## config.mk

```make
export PLATFORM = sky130hd
export DESIGN_NAME = wrapping_read_controller
export DESIGN_NICKNAME = d
export VERILOG_FILES = /design/src/rtl/wrapping_read_controller_pkg.sv /design/src/rtl/wrapping_read_controller_lap.sv /design/src/rtl/wrapping_read_controller.sv
export SDC_FILE = /design/constraint.sdc
export NUM_CORES = 1
export LEC_CHECK = 0
export BUFFER_PORTS_ARGS = -buffer_cell sky130_fd_sc_hd__buf_2
export CORE_AREA = 2 2 39 41
export DETAILED_ROUTE_END_ITERATION = 8
export DIE_AREA = 0 0 41 43
export PLACE_DENSITY_LB_ADDON = 0.05
export SLEW_MARGIN = 20
export SYNTH_ARGS = -nofsm -noshare
export SYNTH_HDL_FRONTEND = slang
export SYNTH_SLANG_ARGS = --single-unit
```

## constraint.sdc

```tcl
create_clock -name clock -period 2.7 [get_ports clock]
set_clock_uncertainty 0.2 [all_clocks]
set_input_delay 0.54 -clock clock [delete_from_list [all_inputs] [get_ports clock]]
set_output_delay 0.54 -clock clock [all_outputs]
set_load 0.02 [all_outputs]
```

## src/rtl/wrapping_read_controller_pkg.sv

```systemverilog
// Shared sizing helpers and types for the wrapping read/write pointer controllers.
package wrapping_read_controller_pkg;

  typedef enum logic [1:0] {
    LVL_HOLD,
    LVL_INC,
    LVL_DEC
  } level_op_e;

  function automatic int unsigned clog2(input int unsigned value);
    int unsigned r;
    r = 0;
    while ((64'd1 << r) < 64'(value)) r++;
    return r;
  endfunction

  function automatic bit is_pow2(input int unsigned value);
    return (value != 0) && ((value & (value - 1)) == 0);
  endfunction

  function automatic int unsigned level_width(input int unsigned depth);
    return clog2(depth + 1);
  endfunction

  function automatic int unsigned index_max(input int unsigned depth);
    return depth - 1;
  endfunction

endpackage

```

## src/rtl/wrapping_read_controller_lap.sv

```systemverilog
// Wrapping index 0..DEPTH-1 with a lap bit that toggles on every wrap; shared by read and write sides.
module wrapping_lap_index
  import wrapping_read_controller_pkg::*;
#(
  parameter int unsigned DEPTH = 4,
  parameter int unsigned WIDTH = clog2(DEPTH)
) (
  input  logic             clock,
  input  logic             reset,
  input  logic             advance,
  output logic [WIDTH-1:0] index,
  output logic             lap
);

  logic [WIDTH-1:0] index_next;
  logic             lap_next;

  generate
    if (is_pow2(DEPTH)) begin : g_pow2
      // Carry out of the index lands in the lap bit.
      always_comb {lap_next, index_next} = {lap, index} + (WIDTH + 1)'(1);
    end else begin : g_wrap
      localparam logic [WIDTH-1:0] LAST = WIDTH'(index_max(DEPTH));
      always_comb begin
        index_next = index + WIDTH'(1);
        lap_next   = lap;
        if (index == LAST) begin
          index_next = '0;
          lap_next   = ~lap;
        end
      end
    end
  endgenerate

  always_ff @(posedge clock or posedge reset) begin
    if (reset) begin
      index <= '0;
      lap   <= 1'b0;
    end else if (advance) begin
      index <= index_next;
      lap   <= lap_next;
    end
  end

endmodule

```

## src/rtl/wrapping_read_controller.sv

```systemverilog
// Consumer-side read pointer / occupancy controller for a circular buffer of any depth >= 2.
// Define WRAPPING_READ_CONTROLLER_OVERFLOW_EN to add the sticky overflow flag and its clear.
module wrapping_read_controller
  import wrapping_read_controller_pkg::*;
#(
  parameter int unsigned DEPTH       = 4,
  parameter int unsigned WIDTH       = clog2(DEPTH),
  parameter int unsigned LEVEL_WIDTH = level_width(DEPTH)
) (
  input  logic                   clock,
  input  logic                   reset,
  input  logic                   write_push,
  output logic                   read_valid,
  input  logic                   read_ready,
  output logic [WIDTH-1:0]       read_index,
  output logic                   read_lap,
  output logic [LEVEL_WIDTH-1:0] level,
  output logic                   empty,
  output logic                   full
`ifdef WRAPPING_READ_CONTROLLER_OVERFLOW_EN
  ,
  output logic                   overflow,
  input  logic                   overflow_clear
`endif
);

  localparam logic [LEVEL_WIDTH-1:0] FULL_LEVEL = LEVEL_WIDTH'(DEPTH);

  logic                   pop;
  logic                   push;
  level_op_e              op;
  logic [LEVEL_WIDTH-1:0] level_next;

  assign read_valid = ~empty;
  assign pop        = ~empty & read_ready;
  // A pop in the same cycle frees the slot a full-buffer push needs.
  assign push       = write_push & (~full | pop);

  always_comb begin
    op = LVL_HOLD;
    if (push && !pop)      op = LVL_INC;
    else if (pop && !push) op = LVL_DEC;
  end

  always_comb begin
    level_next = level;
    case (op)
      LVL_INC: level_next = level + LEVEL_WIDTH'(1);
      LVL_DEC: level_next = level - LEVEL_WIDTH'(1);
      default: level_next = level;
    endcase
  end

  always_ff @(posedge clock or posedge reset) begin
    if (reset) begin
      level <= '0;
      empty <= 1'b1;
      full  <= 1'b0;
    end else begin
      level <= level_next;
      empty <= (level_next == '0);
      full  <= (level_next == FULL_LEVEL);
    end
  end

  wrapping_lap_index #(
    .DEPTH (DEPTH),
    .WIDTH (WIDTH)
  ) u_read_ptr (
    .clock   (clock),
    .reset   (reset),
    .advance (pop),
    .index   (read_index),
    .lap     (read_lap)
  );

`ifdef WRAPPING_READ_CONTROLLER_OVERFLOW_EN
  always_ff @(posedge clock or posedge reset) begin
    if (reset)                          overflow <= 1'b0;
    else if (write_push && full && !pop) overflow <= 1'b1;
    else if (overflow_clear)            overflow <= 1'b0;
  end
`endif

endmodule

```

### Word-level counts from Yosys, hierarchy flattened

Index checks and enable logic that the tools add are counted.

* flip-flop bits (word level): 8
* input bits: 4
* output and inout port bits: 9
* word-level logic and storage cells: 24

* $add $sub $neg: 3
* equality and inequality tests: 3
* muxes and demuxes: 3
* bitwise gates (word level): 5
* reduce and logical (&&, ||, !) cells: 5

Operator list (number)
* 3-bit by 1-bit adder with 3-bit output, second input constant: 2
* 3-bit case mux with 2 select lines: 1
* 2-bit two-way mux: 2
* 3-bit equality test, second input constant: 1
* 3-bit logical NOT: 1
* 3-bit by 1-bit subtractor with 3-bit output, second input constant: 1
* 1-bit bitwise AND: 2
* 2-bit by 1-bit equality test with 1-bit output, second input constant: 1
* 2-bit equality test, second input constant: 1
* 1-bit logical AND: 2
* 1-bit logical NOT: 2
* 1-bit inverter: 2
* 1-bit OR: 1

### Logic depth before layout (Yosys ltp)

Gate-level depths: netlist of the first run.

* word-level depth: 11
* depth in mapped cells: 8
* mapped depth without buffers: 7

### Modules after synthesis

Synthesis of the first run repeated with hierarchy kept, for this count alone.

* cells, all modules: 34
* area, all modules: 395.4 µm²

By module, submodules not included
* wrapping_read_controller: times used 1, cells an instance 25, area an instance 267.8 µm², seq. area each 126.4 µm²
* wrapping_lap_index: times used 1, cells an instance 9, area an instance 127.6 µm², seq. area each 75.1 µm²

### Worst setup path after synthesis of the first run

OpenSTA, ideal clock, no wires.

* path type: input to register
* start point: in read_ready
* end point: reg full
* setup time: 0.120 ns
* data arrival time: 2.058 ns
* required time: 2.380 ns
* path slack: 0.323 ns
* stages on the path: 8
* path buffers: 1
* cell sequence: nor2b_1 > clkbuf_1 > o21ai_0 > ha_1 > fa_1 > xnor2_1 > xnor2_1 > a31o_1

* cells in the longest elaborated chain, start to end: 10
* elaborated cells between the ends (all ways): 13
* those cells by class: 3 x eq/ne; 3 x mux; 3 x bitwise; 4 x reduce/logical

Ends and longest elaborated chain
* start: declaration: line wrapping_read_controller.sv:14 `input logic read_ready,`
* 1-bit bitwise AND (*): line wrapping_read_controller.sv:35 `assign pop = ~empty & read_ready;`
* named net pop: line wrapping_read_controller.sv:29 `logic pop;`
* 1-bit OR: line wrapping_read_controller.sv:37 `assign push = write_push & (~full | pop);`
* 1-bit bitwise AND: line wrapping_read_controller.sv:37
* 1-bit logical NOT: line wrapping_read_controller.sv:42 `else if (pop && !push) op = LVL_DEC;`
* 1-bit logical AND: line wrapping_read_controller.sv:42
* 2-bit two-way mux: line wrapping_read_controller.sv:42
* 2-bit two-way mux (*): line wrapping_read_controller.sv:41 `if (push && !pop) op = LVL_INC;`
* 2-bit equality test or 2-bit by 1-bit equality test with 1-bit output (tied branches): line wrapping_read_controller.sv:47 `case (op)`
* 3-bit case mux with 2 select lines (*): line wrapping_read_controller.sv:47
* 3-bit equality test (*): line wrapping_read_controller.sv:62 `full <= (level_next == FULL_LEVEL);`
* end signal: assignment: line wrapping_read_controller.sv:62
* end: declaration: line wrapping_read_controller.sv:19 `output logic full`

Mark *: on every way through the listed nets, which the timed path passes. The rest lies on a longest branch.
A chain may end at the register's enable or synchronous reset.

### Final worst setup path of the first run

* start point: reg empty
* end point: reg full

* cells in the longest elaborated chain, start to end: 11
* elaborated cells between the ends (all ways): 14
* those cells by class: 3 x eq/ne; 3 x mux; 4 x bitwise; 4 x reduce/logical

Ends and longest elaborated chain
* start: declaration: line wrapping_read_controller.sv:18 `output logic empty,`
* start signal: assignment: line wrapping_read_controller.sv:61 `empty <= (level_next == '0);`
* 1-bit inverter (*): line wrapping_read_controller.sv:35
* 1-bit bitwise AND (*): line wrapping_read_controller.sv:35
* 1-bit OR: line wrapping_read_controller.sv:37
* 1-bit bitwise AND: line wrapping_read_controller.sv:37
* 1-bit logical NOT: line wrapping_read_controller.sv:42
* 1-bit logical AND: line wrapping_read_controller.sv:42
* 2-bit two-way mux: line wrapping_read_controller.sv:42
* 2-bit two-way mux (*): line wrapping_read_controller.sv:41
* 2-bit equality test or 2-bit by 1-bit equality test with 1-bit output (tied branches): line wrapping_read_controller.sv:47
* 3-bit case mux with 2 select lines (*): line wrapping_read_controller.sv:47
* 3-bit equality test (*): line wrapping_read_controller.sv:62

Mark *: on every way between the ends. The rest lies on a longest branch, timed or not.

==> results.ini, run 1 <==
[final_layout]
layout.nets = 58
antennaDiodeCount = 0
num-fill-cells = 145
drive_above_1_share_pct = 38.0
seqCellArea_um2 = 201
fin_util_pct = 36.3
multiInputGateArea_um2 = 175
fin_cells = 66
syn2layout_area_growth_pct = 28.1

[clock_network]
h-tree-depth = 1
cts_resized = 0
insertion_delay_ps = 250
cts_root_buf = clkbuf_4
clockBufferDepth = 2
numCtsBuffers = 3
ctsHoldBuffers = 0
numClockSinks = 8
cts_setup_buffers = 0
clkTransAtPathRegs_ps = 60
cts_tree = built

[synth]
synth_edf_count = 0
avgSynthCellArea_um2 = 11.5
synth_cells = 34
yosysMostFrequentCell = dfrtp_1
seq_area_frac_synth_pct = 51.4
synth_top_area_share_pct = 44.7
synth_area_um2 = 392
netlist_top_cells_count = dfrtp_1 (7), xnor2_1 (4), inv_1 (3), nand2_1 (3), nor2_1 (3)
synth_fp_nets = 41
synth_cell_types = 16
synth_area_leader_cell = dfrtp_1
ys_ff_latch = 8
yosys_warnings = 0
synth.area.top_cells = dfrtp_1 (45%), xnor2_1 (8.9%), dfstp_2 (6.7%)
async_reset_ff_share_pct = 100
synth_ff_type = dfrtp_1

[grt]
overflow = 0
antenna_found_initial = 0
grt_max_degree = 9
grt_pass1_wl_um = 1320
first_global_vias = 330
grt_util_all_layers_pct = 11.9

[run]
maxCapViolCount = 0

[sta]
worstMarginPinSlew_ps = 313
fin_crit_sh_pct = 85.7
max_freq_mhz = 432
drv_slew = 0
final-hold-violation-count = 0
min_period_ps = 2310
slew_headroom_pct = 79.1
setup_viol = 0
fin_setup_tns_ps = 0
rsz0062_at_grt = no

[critical_path]
r2r_start = empty$_DFF_PP1_
cp.arrival_ps = 2250
cp_slowest_cell = dfstp_2
worst_setup_path_end_kind = register
r2r-end = full$_DFF_PP0_
crit_chain = nor2b_1, buf_4, ha_1, fa_1, xnor2_1, xnor2_1, a31o_1
startpoint_type = register
worst-path-max-fanout = 4
cpPeakStageDelay_ps = 530
required_ps = 2640
ff2ff_setup_slack_ps = 390
rr_worst_depth = 7
cpMostUsedCell = xnor2_1
critPathKind = register to register

[routing]
wl_per_cell_um = 12.5
num_vias = 303
drt_pre_antenna_iters = 4
postRouteAntennaNets = 0
dr.first_iter.drc_count = 3
routed_wl_um = 825
vias_per_cell = 4.59
drc = 0

[place]
dp_cells = 62
hpwl_um = 614
io_buffers = 12
place_congestion = 0.690

[power]
power_per_cell_area_nw_per_um2 = 1360
p_leak_uw = 0.000243
ir_drop_uv = 481

[die]
die_x_um = 41
core_um2 = 1380
dieArea_um2 = 1760
num_rows = 14
ioPinCount = 13
die_h_um = 43
initial_core_util_pct = 28.3

[min_path]
hold_path_class = input port to asynchronous set/reset pin

[run_status]
status = finished clean

[state kept, by name, indices dropped and copies added (netlist names)]
name and cells:
empty 1, full 1, level 3, u_read_ptr.index 2, u_read_ptr.lap 1
[cell type report]
cell class	instances	share of cell area, %
multi-input cells	22	34.9
inverters	3	2.24
repair buffers	13	13.5
flip-flops and latches	8	40.1
clock buffers	4	5.24
well taps	16	3.99
[how the worst max path moves through the flow]
| stage | startpoint | end | slack, ps | cells past startpoint |
|---|---|---|---|---|
| CTS | empty$_DFF_PP1_ | full$_DFF_PP0_ | 380 | 7 |
| floorplan | read_ready | full$_DFF_PP0_ | 320 | 8 |
| global placement | read_ready | full$_DFF_PP0_ | 290 | 8 |
| detailed placement | read_ready | full$_DFF_PP0_ | 250 | 8 |
| finish | empty$_DFF_PP1_ | full$_DFF_PP0_ | 390 | 7 |
| global route | empty$_DFF_PP1_ | full$_DFF_PP0_ | 300 | 7 |
[stage by stage]
step | hold WS [ps] | total power [uW] | setup slack (ps) | instance area, um2
2_1_floorplan | 155 | 478 | 323 | 392
3_3_place_gp | 253 | 563 | 290 | 475
3_5_place_dp | 269 | 583 | 249 | 475
4_1_cts | 29.4 | 691 | 383 | 502
5_1_grt | 46.7 | 744 | 302 | 502
6_report | 24.7 | 682 | 387 | 502
[cell usage in the layout, fill, tap and decap left out]
cell type | netlist | layout
buf_2 | 0 | 12
dfrtp_1 | 7 | 7
xnor2_1 | 4 | 4
inv_1 | 3 | 3
nor2_1 | 3 | 3
nand2_1 | 3 | 3
clkbuf_4 | 0 | 3
mux2_2 | 2 | 2
xor2_1 | 2 | 2
ha_1 | 2 | 2
nor2b_1 | 1 | 1
o21ai_0 | 1 | 1
o22ai_1 | 1 | 1
and3_1 | 1 | 1
a31o_1 | 1 | 1
fa_1 | 1 | 1
clkbuf_1 | 1 | 1
dfstp_2 | 1 | 1
buf_4 | 0 | 1
[logic make-up after synthesis]
| group | Yosys count | synth area share [%] |
|---|---|---|
| simple gates | 8 | 8.95 |
| flops | 8 | 51.4 |
| xor+xnor | 6 | 13.4 |
| buf+inv | 4 | 3.83 |
| compound gates | 3 | 5.11 |
| fa+ha+maj | 3 | 11.5 |
| mux | 2 | 5.75 |
[worst max-delay path, delay by kind of cell, from the launching register on]
family          cells  cell delay, ps
fa+ha+maj           2             640
flops               1             530
compound gates      1             230
xor+xnor            2             390
buf+inv             1             150
simple gates        1              50
[power breakdown]
part / switching [uW] / internal [uW]
clock network: 41.6 / 56.6
logic: 194 / 151
registers: 58.2 / 180
total: 294 / 388
[metal layers]
layer  GRT usage [%]  share of wire [%]
met1            12.0                 43
met4            8.00               0.97
met3            3.14                8.2
met5               0                  0
met2            19.7                 48
(Power assumes the default switching activity.)
==> run 2, diff against run 1 <==
- clock period: 2.7 -> 2.45 ns (I/O delays scaled with it)
==> run 2 against run 1 <==
Global-route usage is 1.4 points lower; wire length is 12% lower; flip-flop and latch count unchanged; die area is the same.
==> results.ini, run 2 (synthesis gave the netlist of run 1 again) <==
[sta]
fin_crit_sh_pct = 90.1
fin_setup_tns_ps = 0
max_freq_mhz = 453
fin_ws_ps = 242
final-hold-violation-count = 0
slew_headroom_pct = 80.1
worstMarginPinSlew_ps = 297
min_period_ps = 2210
setup_viol = 0
rsz0062_at_grt = no
drv_slew = 0
fin_hold_ws_ps = 265

[final_layout]
num-fill-cells = 145
drive_above_1_share_pct = 37.3
final_cell_mix = buf_2 (12), dfrtp_1 (7), xnor2_1 (4)
largest_reg_flops = 3
largestRegisters = level: 3 flops, u_read_ptr.index: 2 flops
antennaDiodeCount = 0
layout_commonest_cell = buf_2
top_register = level
fin_cells = 67
design_area_um2 = 512
layout.nets = 59
syn2layout_area_growth_pct = 30.7

[clock_network]
numClockSinks = 8
cts_setup_buffers = 0
cts_tree = built
numCtsBuffers = 3
h-tree-depth = 1
clockBufferDepth = 2
clkTransAtPathRegs_ps = 60
cts_root_buf = clkbuf_4
insertion_delay_ps = 250

[die]
core_um2 = 1380
ioPinCount = 13
initial_core_util_pct = 28.3
num_rows = 14
die_x_um = 41
die_h_um = 43
dieArea_um2 = 1760

[critical_path]
worst-path-max-fanout = 3
cp_slowest_cell = fa_1
worst_setup_path_end_kind = register
cpPeakStageDelay_ps = 380
startpoint_type = register
cp.arrival_ps = 2150
cpMostUsedCell = xnor2_1
crit_chain = nor2b_1, o21ai_0, ha_1, fa_1, xnor2_1, xnor2_1, a31o_1
critPathKind = register to register
required_ps = 2390

[routing]
postRouteAntennaNets = 0
num_vias = 286
drc = 0
vias_per_cell = 4.27
route.met3.wl_um = 73
routed_wl_um = 724
dr.first_iter.drc_count = 3
wl_per_cell_um = 10.8
top_layer_used = met4
drt_pre_antenna_iters = 2
dr_wl_met2_um = 333
met1_length_um = 309

[grt]
grt_max_degree = 9
first_global_vias = 276
grt_util_all_layers_pct = 10.5
grt_pass1_wl_um = 1150
antenna_found_initial = 0
overflow = 0

[power]
p_leak_uw = 0.000247
power_per_cell_area_nw_per_um2 = 1440
ir_drop_uv = 470

[run_status]
status = finished clean

[place]
dpl_worst_slack_ps = 9.19
dp_cells = 62
dpl-instance-area_um2 = 475
place_congestion = 0.727
io_buffers = 12

[run]
maxCapViolCount = 0

[min_path]
hold_path_class = register to register

## run 2: area by class of cell
cell class	count	area [um2]	share of cell area [%]
Clock buffer	4	26.3	5.13
Inverter	3	11.3	2.20
Multi-Input combinational cell	22	175	34.2
Sequential cell	8	201	39.4
Tap cell	16	20.0	3.91
Timing Repair Buffer	14	77.6	15.2
## run 2: metal layers
metal	GRT usage [%]	vias to the layer above
met3	3.14	2
met5	0	-
met4	10.0	0
met2	15.3	12
met1	11.3	128
li1	-	144
## run 2: per-stage QoR
stage                     power [uW]  util [%]
final                            737      37.0
after global placement           620      34.4
after floorplan                  526         -
after detailed placement         637      34.4
after CTS                        751      37.0
after global routing             800      37.0
## run 2: worst paths after layout
path	to	cells past startpoint	startpoint	slack, ps
hold / removal	u_read_ptr.lap$_DFFE_PP0P_	1	u_read_ptr.lap$_DFFE_PP0P_	270
min in group asynchronous	u_read_ptr.index[0]$_DFFE_PP0P_	3	reset	520
setup / recovery	full$_DFF_PP0_	7	empty$_DFF_PP1_	240
hold reg to reg	u_read_ptr.lap$_DFFE_PP0P_	1	u_read_ptr.lap$_DFFE_PP0P_	270
max in group asynchronous	empty$_DFF_PP1_	3	reset	1250
setup reg to reg	full$_DFF_PP0_	7	empty$_DFF_PP1_	240
## run 2: worst max-delay path: cells and delay by family, from the launching register on
kind / cells / cell delay, ps
adders and majority gates: 2 / 610
DFF: 1 / 370
AOI/OAI and AO/OA: 2 / 350
xor gates and xnor gates: 2 / 350
and+or+nand+nor: 1 / 200
## run 2: where the power goes
group          internal, uW  total [uW]  switching, uW
clock network          62.3         107           44.2
registers               199         264           65.7
logic                   165         366            202
total                   426         737            312
## run 2: repair_timing
action / 4_1_cts / 5_1_grt
endpoints found under the hold margin: 7 / 0
gates resized for setup: 0 / 0
hold buffers: 1 / 0
setup endpoints to repair: 0 / 0
